`src/rtl/scalar_wb_pkg.sv`:
```
// Shared types and default widths for the scalar writeback arbiter and its load FIFO.
package scalar_wb_pkg;

   localparam int REG_SIZE_DEF     = 32;
   localparam int REG_QUANTITY_DEF = 4;
   localparam int SEL_BITS_DEF     = 2;
   localparam int LOAD_DEPTH_DEF   = 4;
   localparam int MAX_WAIT_DEF     = 3;

   typedef enum logic [1:0] {
      GRANT_NONE = 2'd0,
      GRANT_ALU  = 2'd1,
      GRANT_LOAD = 2'd2
   } wb_grant_t;

   typedef struct packed {
      logic [SEL_BITS_DEF-1:0] rd;
      logic [REG_SIZE_DEF-1:0] data;
   } wb_entry_t;

endpackage

```
`src/rtl/wb_fifo.sv`:
```
// Synchronous load-result FIFO; exposes per-entry valid/rd so the owner can build a pending mask.
module wb_fifo
   import scalar_wb_pkg::*;
#(
   parameter int RdW   = SEL_BITS_DEF,
   parameter int DataW = REG_SIZE_DEF,
   parameter int Depth = LOAD_DEPTH_DEF,
   localparam int PtrW = $clog2(Depth),
   localparam int CntW = PtrW + 1
) (
   input  logic                   clk,
   input  logic                   reset,
   input  logic                   push_i,
   input  logic                   pop_i,
   input  logic [RdW-1:0]         in_rd_i,
   input  logic [DataW-1:0]       in_data_i,
   output logic [RdW-1:0]         head_rd_o,
   output logic [DataW-1:0]       head_data_o,
   output logic [CntW-1:0]        count_o,
   output logic                   full_o,
   output logic                   empty_o,
   output logic [Depth-1:0]       entry_valid_o,
   output logic [Depth*RdW-1:0]   entry_rd_o
);

   logic [RdW-1:0]   rd_q   [Depth];
   logic [DataW-1:0] data_q [Depth];
   logic [Depth-1:0] valid_q;
   logic [PtrW-1:0]  wptr_q, wptr_d;
   logic [PtrW-1:0]  rptr_q, rptr_d;
   logic [CntW-1:0]  count_q, count_d;
   logic             do_push, do_pop;

   assign full_o  = (count_q == CntW'(Depth));
   assign empty_o = (count_q == '0);
   assign do_push = push_i & ~full_o;
   assign do_pop  = pop_i & ~empty_o;

   always_comb begin
      wptr_d  = do_push ? wptr_q + PtrW'(1) : wptr_q;
      rptr_d  = do_pop  ? rptr_q + PtrW'(1) : rptr_q;
      count_d = count_q;
      case ({do_push, do_pop})
         2'b10:   count_d = count_q + CntW'(1);
         2'b01:   count_d = count_q - CntW'(1);
         default: count_d = count_q;
      endcase
   end

   // Push and pop never address the same slot: push needs not-full, pop needs not-empty.
   always_ff @(posedge clk) begin
      if (!reset) begin
         wptr_q  <= '0;
         rptr_q  <= '0;
         count_q <= '0;
         valid_q <= '0;
      end else begin
         wptr_q  <= wptr_d;
         rptr_q  <= rptr_d;
         count_q <= count_d;
         if (do_push) begin
            rd_q[wptr_q]    <= in_rd_i;
            data_q[wptr_q]  <= in_data_i;
            valid_q[wptr_q] <= 1'b1;
         end
         if (do_pop) begin
            valid_q[rptr_q] <= 1'b0;
         end
      end
   end

   assign head_rd_o     = rd_q[rptr_q];
   assign head_data_o   = data_q[rptr_q];
   assign count_o       = count_q;
   assign entry_valid_o = valid_q;

   for (genvar i = 0; i < Depth; i++) begin : g_entry_rd
      assign entry_rd_o[i*RdW +: RdW] = rd_q[i];
   end

endmodule

```
`src/rtl/scalar_wb_arbiter.sv`:
```
// Writeback arbiter: merges ALU results and buffered load results into one register-file
// write per cycle, keeping write-after-write order per register and bounding load starvation.
module scalar_wb_arbiter
   import scalar_wb_pkg::*;
#(
   parameter int regSize     = REG_SIZE_DEF,
   parameter int regQuantity = REG_QUANTITY_DEF,
   parameter int selBits     = SEL_BITS_DEF,
   parameter int loadDepth   = LOAD_DEPTH_DEF,
   parameter int maxWait     = MAX_WAIT_DEF,
   localparam int CntW  = $clog2(loadDepth) + 1,
   localparam int WaitW = $clog2(maxWait + 1)
) (
   input  logic                   clk,
   input  logic                   reset,
   input  logic                   aluValid,
   output logic                   aluReady,
   input  logic [selBits-1:0]     aluRd,
   input  logic [regSize-1:0]     aluData,
   input  logic                   ldValid,
   output logic                   ldReady,
   input  logic [selBits-1:0]     ldRd,
   input  logic [regSize-1:0]     ldData,
   output logic                   regWrEn,
   output logic [selBits-1:0]     regToWrite,
   output logic [regSize-1:0]     dataIn,
   output logic [regQuantity-1:0] pendingMask,
   output logic [CntW-1:0]        ldCount
);

   wb_grant_t                  grant;
   logic                       fifo_full, fifo_empty;
   logic [selBits-1:0]         head_rd;
   logic [regSize-1:0]         head_data;
   logic [loadDepth-1:0]       entry_valid;
   logic [loadDepth*selBits-1:0] entry_rd;
   logic [regQuantity-1:0]     pending;
   logic                       alu_blocked, starve;
   logic [WaitW-1:0]           wait_cnt_q, wait_cnt_d;
   logic                       reg_wr_en_q, reg_wr_en_d;
   logic [selBits-1:0]         reg_to_write_q, reg_to_write_d;
   logic [regSize-1:0]         data_in_q, data_in_d;

   wb_fifo #(
      .RdW   (selBits),
      .DataW (regSize),
      .Depth (loadDepth)
   ) u_ld_fifo (
      .clk           (clk),
      .reset         (reset),
      .push_i        (ldValid),
      .pop_i         (grant == GRANT_LOAD),
      .in_rd_i       (ldRd),
      .in_data_i     (ldData),
      .head_rd_o     (head_rd),
      .head_data_o   (head_data),
      .count_o       (ldCount),
      .full_o        (fifo_full),
      .empty_o       (fifo_empty),
      .entry_valid_o (entry_valid),
      .entry_rd_o    (entry_rd)
   );

   // Built from registered FIFO state only, so a same-cycle enqueue is not yet visible.
   always_comb begin
      pending = '0;
      for (int i = 0; i < loadDepth; i++) begin
         if (entry_valid[i]) begin
            pending[entry_rd[i*selBits +: selBits]] = 1'b1;
         end
      end
   end

   assign alu_blocked = pending[aluRd];
   assign starve      = (wait_cnt_q == WaitW'(maxWait)) && !fifo_empty;

   always_comb begin
      grant = GRANT_NONE;
      if (!fifo_empty && (starve || !aluValid || alu_blocked)) begin
         grant = GRANT_LOAD;
      end else if (aluValid && !alu_blocked) begin
         grant = GRANT_ALU;
      end
   end

   always_comb begin
      wait_cnt_d = wait_cnt_q;
      if (fifo_empty || grant == GRANT_LOAD) begin
         wait_cnt_d = '0;
      end else if (wait_cnt_q != WaitW'(maxWait)) begin
         wait_cnt_d = wait_cnt_q + WaitW'(1);
      end
   end

   always_comb begin
      reg_wr_en_d    = 1'b0;
      reg_to_write_d = reg_to_write_q;
      data_in_d      = data_in_q;
      case (grant)
         GRANT_ALU: begin
            reg_wr_en_d    = 1'b1;
            reg_to_write_d = aluRd;
            data_in_d      = aluData;
         end
         GRANT_LOAD: begin
            reg_wr_en_d    = 1'b1;
            reg_to_write_d = head_rd;
            data_in_d      = head_data;
         end
         default: ;
      endcase
   end

   always_ff @(posedge clk) begin
      if (!reset) begin
         wait_cnt_q     <= '0;
         reg_wr_en_q    <= 1'b0;
         reg_to_write_q <= '0;
         data_in_q      <= '0;
      end else begin
         wait_cnt_q     <= wait_cnt_d;
         reg_wr_en_q    <= reg_wr_en_d;
         reg_to_write_q <= reg_to_write_d;
         data_in_q      <= data_in_d;
      end
   end

   assign aluReady    = (grant == GRANT_ALU);
   assign ldReady     = ~fifo_full;
   assign pendingMask = pending;
   assign regWrEn     = reg_wr_en_q;
   assign regToWrite  = reg_to_write_q;
   assign dataIn      = data_in_q;

endmodule

```
`config.mk`:
```
export PLATFORM = sky130hd
export DESIGN_NAME = scalar_wb_arbiter
export DESIGN_NICKNAME = d
export VERILOG_FILES = /design/src/rtl/scalar_wb_pkg.sv /design/src/rtl/wb_fifo.sv /design/src/rtl/scalar_wb_arbiter.sv
export SDC_FILE = /design/constraint.sdc
export NUM_CORES = 1
export LEC_CHECK = 0
export ABC_AREA = 1
export CORE_MARGIN = 3
export CORE_UTILIZATION = 51
export DETAILED_ROUTE_END_ITERATION = 12
export GPL_ROUTABILITY_DRIVEN = 0
export GPL_TIMING_DRIVEN = 0
export PLACE_DENSITY = 0.8
export SKIP_LAST_GASP = 1
export SLEW_MARGIN = 25
export SYNTH_ARGS = -nofsm -noshare
export SYNTH_HDL_FRONTEND = slang
export SYNTH_SLANG_ARGS = --single-unit
```
`constraint.sdc`:
```
create_clock -name clk -period 5.2 [get_ports clk]
set_input_delay 1.04 -clock clk [delete_from_list [all_inputs] [get_ports clk]]
set_output_delay 1.04 -clock clk [all_outputs]
set_load 0.1 [all_outputs]
```
==> results by group, run 1 <==
Timing
  • RSZ-0062 raised after global routing: false
  • Rel. slew slack: 0.338
  • Final Skew: 7.19 ps
  • Period utilization: 0.908
  • Worst-Margin Slew: 989 ps
  • Finish-stage setup viols: 0
  • Fin crit period: 4720 ps
  • Final hold vios: 0
  • Hold slack: 476 ps
  • Peak Freq: 212 MHz
  • Slew Viols, Final: 0

Power and ir drop
  • Leakage: 3.83 nW
  • VDD IR max: 0.000536 V
  • Clk pwr share: 0.206
  • Sw Ratio: 0.460
  • Cell Pwr Density: 607 nW/um2
  • Sequential Power Share: 0.322
  • NetSw: 0.00278 W
  • P_int: 0.00327 W
  • Combinational share of power: 0.472

Route
  • Post-Route WL: 20,000 um
  • DR vias/cell: 5.68
  • Routed len/inst: 18.7 um
  • Drt first pass iters: 6
  • Residual DRC: 0
  • DR iter-0 viols: 702
  • DR vias: 6,072
  • Antenna Nets Post-Route: 0

GRT
  • GRT Residual Overflow: 0
  • Vias in the first global route: 5,862
  • Largest net degree at the start of global routing: 22
  • Global-route usage over all layers: 0.239
  • Initial antenna violation count: 0
  • First-pass GRT wire length: 30,300 um

Hold path
  • Worst Hold End: dataIn[27]$_SDFFE_PN0P_
  • Hold depth: 2
  • Worst hold path class: reg2reg
  • Hold path startpoint: dataIn[27]$_SDFFE_PN0P_

Yosys
  • Post-Syn Nets: 816
  • Post-synthesis cell type count: 30
  • Ys Warns: 0
  • Synthesized instance count: 733
  • Syn Area/Cell: 10.7 um2
  • Sequential share of the synthesized area: 0.647
  • Synth Register Bits: 186
  • Mapped Area: 7860 um2

Worst setup path
  • Crit-path max FO: 10
  • Worst-path cell chain: clkdlybuf4s50_1 > a21boi_1 > nand3_4 > buf_4 > inv_2 > clkdlybuf4s50_1
  • Cell family with most CP delay: buffers and inverters
  • Setup Crit Path Kind: in2out
  • Worst reg2reg startpoint: u_ld_fifo.rd_q[0][0]$_DFFE_PP_
  • R2R setup slack: 2570 ps
  • Reg2Reg Depth: 14
  • Reg-to-reg critical path endpoint: u_ld_fifo.count_o[2]$_SDFFE_PN0P_
  • Crit start category: input port
  • Crit. End Element: primary output
  • CP most frequent cell: clkdlybuf4s50_1
  • Worst path max stage delay: 1130 ps
  • Slowest-stage cell, CP: clkdlybuf4s50_1
  • Crit path DAT: 3680 ps
  • WP data required: 4160 ps
  • WP buf/inv: 4
  • Crit path depth: 6

Clock network
  • CTS tree: built
  • CTS Hold Bufs: 0
  • Setup bufs post-CTS: 0
  • Clk_lat worst skew: 420 ps
  • H-tree Lvls: 4
  • CTS clk-pin slew, worst paths: 60 ps
  • Clk buf depth: 2
  • Clk sink count: 186
  • Root buffer cell: clkbuf_16
  • CTS resizes: 0
  • Num CTS Buffers: 17

Finish
  • Commonest non-fill, non-tap cells in the layout: edfxtp_1 (136), clkdlybuf4s50_1 (115), nand2_1 (96)
  • Diodes inserted: 0
  • Layout area overhead: 26.8%
  • Post-route insts no fill: 1,069
  • Layout cells sized above 1: 0.0757
  • Most common cell after layout, fill and taps aside: edfxtp_1
  • Final instance area: 9960 um2
  • Nets@finish: 955

Floorplan
  • Starting Density: 0.531
  • Core Region: 14,800 um2
  • IO Count: 116
  • Row count: 44
  • Die width: 130 um
  • Die Height: 130 um
  • Die area: 16,900 um2

Placed design
  • HPWL Detailed: 13,300 um
  • Port bufs: 115
  • Cell area after placement: 9390 um2
  • Placed Instances: 1,037

Job
  • Max-cap violations: 0

Run status
  • Status: completed
[worst reg2reg max path, cell delays in order (launching register included)]
cell	delay, ps
edfxtp_1	470
nand3_1	130
nand2_1	50
nor2_1	150
nand2_1	80
nand3_2	170
nand3_4	190
nand2_4	140
inv_2	90
ha_1	230
fa_1	380
a21oi_1	120
o21ai_0	120
o21ai_0	150
a21oi_1	60
[worst max path at each step]
stage                                      startpoint                                end  slack [ps]
global route                                 aluValid                           aluReady         360
detailed placement                           aluValid                           aluReady         470
finish                                       aluValid                           aluReady         480
floorplan           u_ld_fifo.count_o[1]$_SDFFE_PN0P_   u_ld_fifo.data_q[0][0]$_DFFE_PP_        1000
global placement                                reset  u_ld_fifo.data_q[0][13]$_DFFE_PP_        -100
CTS                                          aluValid                           aluReady         470
[metal layers]
layer / wire length (um) / vias up / global-route usage
li1: - / 2857 / -
met1: 7970 / 2842 / 0.320
met2: 9620 / 346 / 0.390
met3: 2140 / 27 / 0.0602
met4: 250 / 0 / 0.0630
met5: 0 / - / 0
[kinds of logic (layout without fill, tap and decap cells)]
logic type | Yosys count | count (layout) | synth area share
AOI/OAI and AO/OA | 126 | 126 | 0.0880
xor gates and xnor gates | 1 | 1 | 0.00111
adders and majority gates | 11 | 11 | 0.0185
buffers and inverters | 106 | 258 | 0.0565
DFF | 186 | 186 | 0.647
muxes | 1 | 1 | 0.00127
and+or+nand+nor | 302 | 302 | 0.188
[synth_stat cells]
cell	count	area, um2
edfxtp_1	136	4080
nand2_1	96	360
nor2_1	77	289
o21ai_0	73	365
nand3_1	59	295
inv_1	56	210
dfxtp_1	50	1000
nand4_1	34	213
o22ai_1	30	188
clkbuf_1	28	105
nand3b_1	25	188
a21oi_1	14	70.1
ha_1	10	125
buf_2	7	35.0
nand3_2	6	60.1
buf_4	4	30.0
inv_2	4	15.0
o21bai_1	4	30.0
buf_6	3	33.8
nand3_4	3	52.6
o21ai_1	3	15.0
buf_1	2	7.51
clkinv_1	2	7.51
a21boi_1	1	7.51
a21oi_4	1	16.3
fa_1	1	20.0
mux2i_1	1	10.0
nand2_4	1	11.3
nor2_2	1	6.26
xor2_1	1	8.76
[per-stage QoR]
step,setup TNS [ps],worst slack [ps],total power [W],util
after floorplan,0,996,0.00398,-
after global placement,-5890,-97.3,0.00474,0.624
after detailed placement,0,474,0.00479,0.634
after CTS,0,472,0.00603,0.673
after global routing,0,363,0.00632,0.673
final,0,477,0.00605,0.673
[registers in the layout, summed over array words and instances, names as in the netlist, named ones only]
register	flops
u_ld_fifo.wptr_q	2
u_ld_fifo.count_o	3
regWrEn	1
u_ld_fifo.rptr_q	2
u_ld_fifo.entry_valid_o	4
wait_cnt_q	2
u_ld_fifo.rd_q	8
dataIn	32
u_ld_fifo.data_q	128
regToWrite	2
[final cells by class]
class	count	area, um2
Buffer	44	211
Clock buffer	22	454
Clock inverter	10	116
Fill cell	1060	4840
Inverter	62	233
Multi-Input combinational cell	441	2360
Sequential cell	186	5080
Tap cell	184	230
Timing Repair Buffer	120	1270
[power groups by stage]
| stage | combinational (W) | sequential, W | clock, W |
|---|---|---|---|
| after floorplan | 0.00105 | 0.00293 | 0 |
| after CTS | 0.00283 | 0.00195 | 0.00126 |
| after global routing | 0.00302 | 0.00197 | 0.00133 |
| after global placement | 0.00276 | 0.00197 | 0 |
| after detailed placement | 0.00282 | 0.00197 | 0 |
| final | 0.00285 | 0.00195 | 0.00125 |
No activity file was read; power rests on OpenSTA's default activity.
==> inputs of run 2 (changes only) <==
--- a/config.mk
+++ b/config.mk
@@ -7,11 +7,11 @@
 export LEC_CHECK = 0
 export ABC_AREA = 1
 export CORE_MARGIN = 3
-export CORE_UTILIZATION = 51
+export CORE_UTILIZATION = 55
 export DETAILED_ROUTE_END_ITERATION = 12
 export GPL_ROUTABILITY_DRIVEN = 0
 export GPL_TIMING_DRIVEN = 0
-export PLACE_DENSITY = 0.8
+export PLACE_DENSITY = 0.85
 export SKIP_LAST_GASP = 1
 export SLEW_MARGIN = 25
 export SYNTH_ARGS = -nofsm -noshare
==> run 2 against run 1 <==
Register-to-register slack got worse by 20 ps. Setup slack got worse by 9.0 ps. Sequential share of layout area down 0.10 points. Wire length is 4.0% higher. Via count grew 3.9%. Global-route usage is 2.6 points higher. Clock power up 5%. Fmax shrank 0.19%. Utilization increased by 4.4 points. Largest cell class unchanged.
==> results by group, run 2 (synthesis gave the netlist of run 1 again) <==
Run status
  • Status: completed

Job
  • Max-cap violations: 0

Finish
  • Nets@finish: 954
  • Most common cell after layout, fill and taps aside: edfxtp_1
  • Diodes inserted: 0
  • Core Util, Final: 0.717
  • # fillers: 952
  • Layout area overhead: 27.0%
  • Max reg flops: 128
  • Layout cells sized above 1: 0.0781
  • Reg with most FFs: u_ld_fifo.data_q
  • Post-route insts no fill: 1,064
  • Commonest non-fill, non-tap cells in the layout: edfxtp_1 (136), clkdlybuf4s50_1 (115), nand2_1 (96)

Clock network
  • CTS tree: built
  • Setup bufs post-CTS: 0
  • Num CTS Buffers: 17
  • CTS Hold Bufs: 0
  • Clk_lat worst skew: 440 ps
  • Clk buf depth: 2
  • Clk sink count: 186
  • CTS resizes: 0
  • CTS clk-pin slew, worst paths: 70 ps
  • H-tree Lvls: 4
  • Root buffer cell: clkbuf_16

Timing
  • Final Skew: 10.9 ps
  • Fin crit period: 4730 ps
  • Finish-stage setup viols: 0
  • RSZ-0062 raised after global routing: false
  • Setup tns final: 0 ps
  • Final hold vios: 0
  • Rel. slew slack: 0.321
  • Fin worst setup slack: 468 ps
  • Peak Freq: 211 MHz
  • Worst-Margin Slew: 1020 ps
  • Period utilization: 0.910
  • Slew Viols, Final: 0

Power and ir drop
  • Cell Pwr Density: 614 nW/um2
  • Clk pwr share: 0.213
  • P_int: 0.00329 W
  • Final Total Pwr: 0.00613 W
  • NetSw: 0.00284 W
  • VDD IR max: 0.000449 V
  • Combinational share of power: 0.469
  • Leakage: 3.86 nW
  • Sequential Power Share: 0.318
  • Sw Ratio: 0.464

Worst setup path
  • WP data required: 4160 ps
  • Crit path DAT: 3690 ps
  • Reg-to-reg critical path endpoint: u_ld_fifo.count_o[2]$_SDFFE_PN0P_
  • Crit start category: input port
  • Critical path startpoint: aluValid
  • Crit. End Element: primary output
  • R2R setup slack: 2550 ps
  • Crit-path max FO: 10
  • Crit path to: aluReady
  • Setup Crit Path Kind: in2out
  • Worst reg2reg startpoint: wait_cnt_q[0]$_SDFFE_PP0P_
  • Reg2Reg Depth: 11

Route
  • Drt first pass iters: 5
  • Antenna Nets Post-Route: 0
  • DR iter-0 viols: 745
  • Post-Route WL: 20,800 um
  • Residual DRC: 0
  • Routed len/inst: 19.5 um
  • DR vias/cell: 5.93
  • DR vias: 6,311

GRT
  • First-pass GRT wire length: 31,900 um
  • Largest net degree at the start of global routing: 21
  • Global-route usage over all layers: 0.264
  • Vias in the first global route: 6,070
  • GRT Residual Overflow: 0
  • Initial antenna violation count: 0

Floorplan
  • Die Height: 126 um
  • Core Region: 13,900 um2
  • Die area: 15,800 um2
  • Die width: 126 um
  • Row count: 43
  • Starting Density: 0.564
  • IO Count: 116

Hold path
  • Hold depth: 2
  • Worst hold path class: reg2reg

Placed design
  • HPWL Detailed: 13,700 um
  • Port bufs: 115
  • Place WS: 529 ps
  • Placed Instances: 1,032
run 2: changes by cell type in the layout (fill, tap and decap cells not counted), sizes merged:
cell / previous run / this run
buf: 21 / 20
clkbuf: 50 / 51
bufinv: 2 / 0
inv: 63 / 66
clkinvlp: 2 / 0
run 2: worst min-delay path by stage:
| stage | start | to | slack [ps] |
|---|---|---|---|
| after floorplan | wait_cnt_q[1]$_SDFFE_PP0P_ | wait_cnt_q[1]$_SDFFE_PP0P_ | 480 |
| after global placement | dataIn[23]$_SDFFE_PN0P_ | dataIn[23]$_SDFFE_PN0P_ | 460 |
| after detailed placement | dataIn[11]$_SDFFE_PN0P_ | dataIn[11]$_SDFFE_PN0P_ | 470 |
| after CTS | dataIn[30]$_SDFFE_PN0P_ | dataIn[30]$_SDFFE_PN0P_ | 480 |
| after global routing | dataIn[30]$_SDFFE_PN0P_ | dataIn[30]$_SDFFE_PN0P_ | 490 |
| final | dataIn[27]$_SDFFE_PN0P_ | dataIn[27]$_SDFFE_PN0P_ | 480 |
run 2: critical path, cell delays in order:
cell and delay (ps):
clkdlybuf4s50_1 530, a21boi_1 420, nand3_4 220, buf_4 260, inv_2 80, clkdlybuf4s50_1 1130
run 2: metal layers:
metal / track usage / part of all wire
met1: 0.346 / 0.38
met2: 0.410 / 0.47
met3: 0.0726 / 0.11
met4: 0.128 / 0.035
met5: 0 / 0
run 2: power groups by stage:
| stage | Combinational (W) | Sequential (W) | Clock (W) |
|---|---|---|---|
| CTS | 0.00284 | 0.00195 | 0.00131 |
| global route | 0.00302 | 0.00197 | 0.00137 |
| floorplan | 0.00105 | 0.00293 | 0 |
| global placement | 0.00275 | 0.00197 | 0 |
| finish | 0.00287 | 0.00195 | 0.00131 |
| detailed placement | 0.00282 | 0.00197 | 0 |
run 2: cell type report:
class	count	area (um2)	share of cell area
Sequential cell	186	5080	0.509
Multi-Input combinational cell	441	2360	0.236
Timing Repair Buffer	119	1260	0.126
Clock buffer	23	543	0.0544
Inverter	62	233	0.0233
Tap cell	180	225	0.0226
Buffer	44	211	0.0212
Clock inverter	9	65.1	0.00652
run 2: through the flow:
step | instance area, um2 | hold slack (ps)
3_5_place_dp | 9380 | 469
3_3_place_gp | 9240 | 461
5_1_grt | 9980 | 488
4_1_cts | 9980 | 481
6_report | 9980 | 477
2_1_floorplan | 7860 | 483
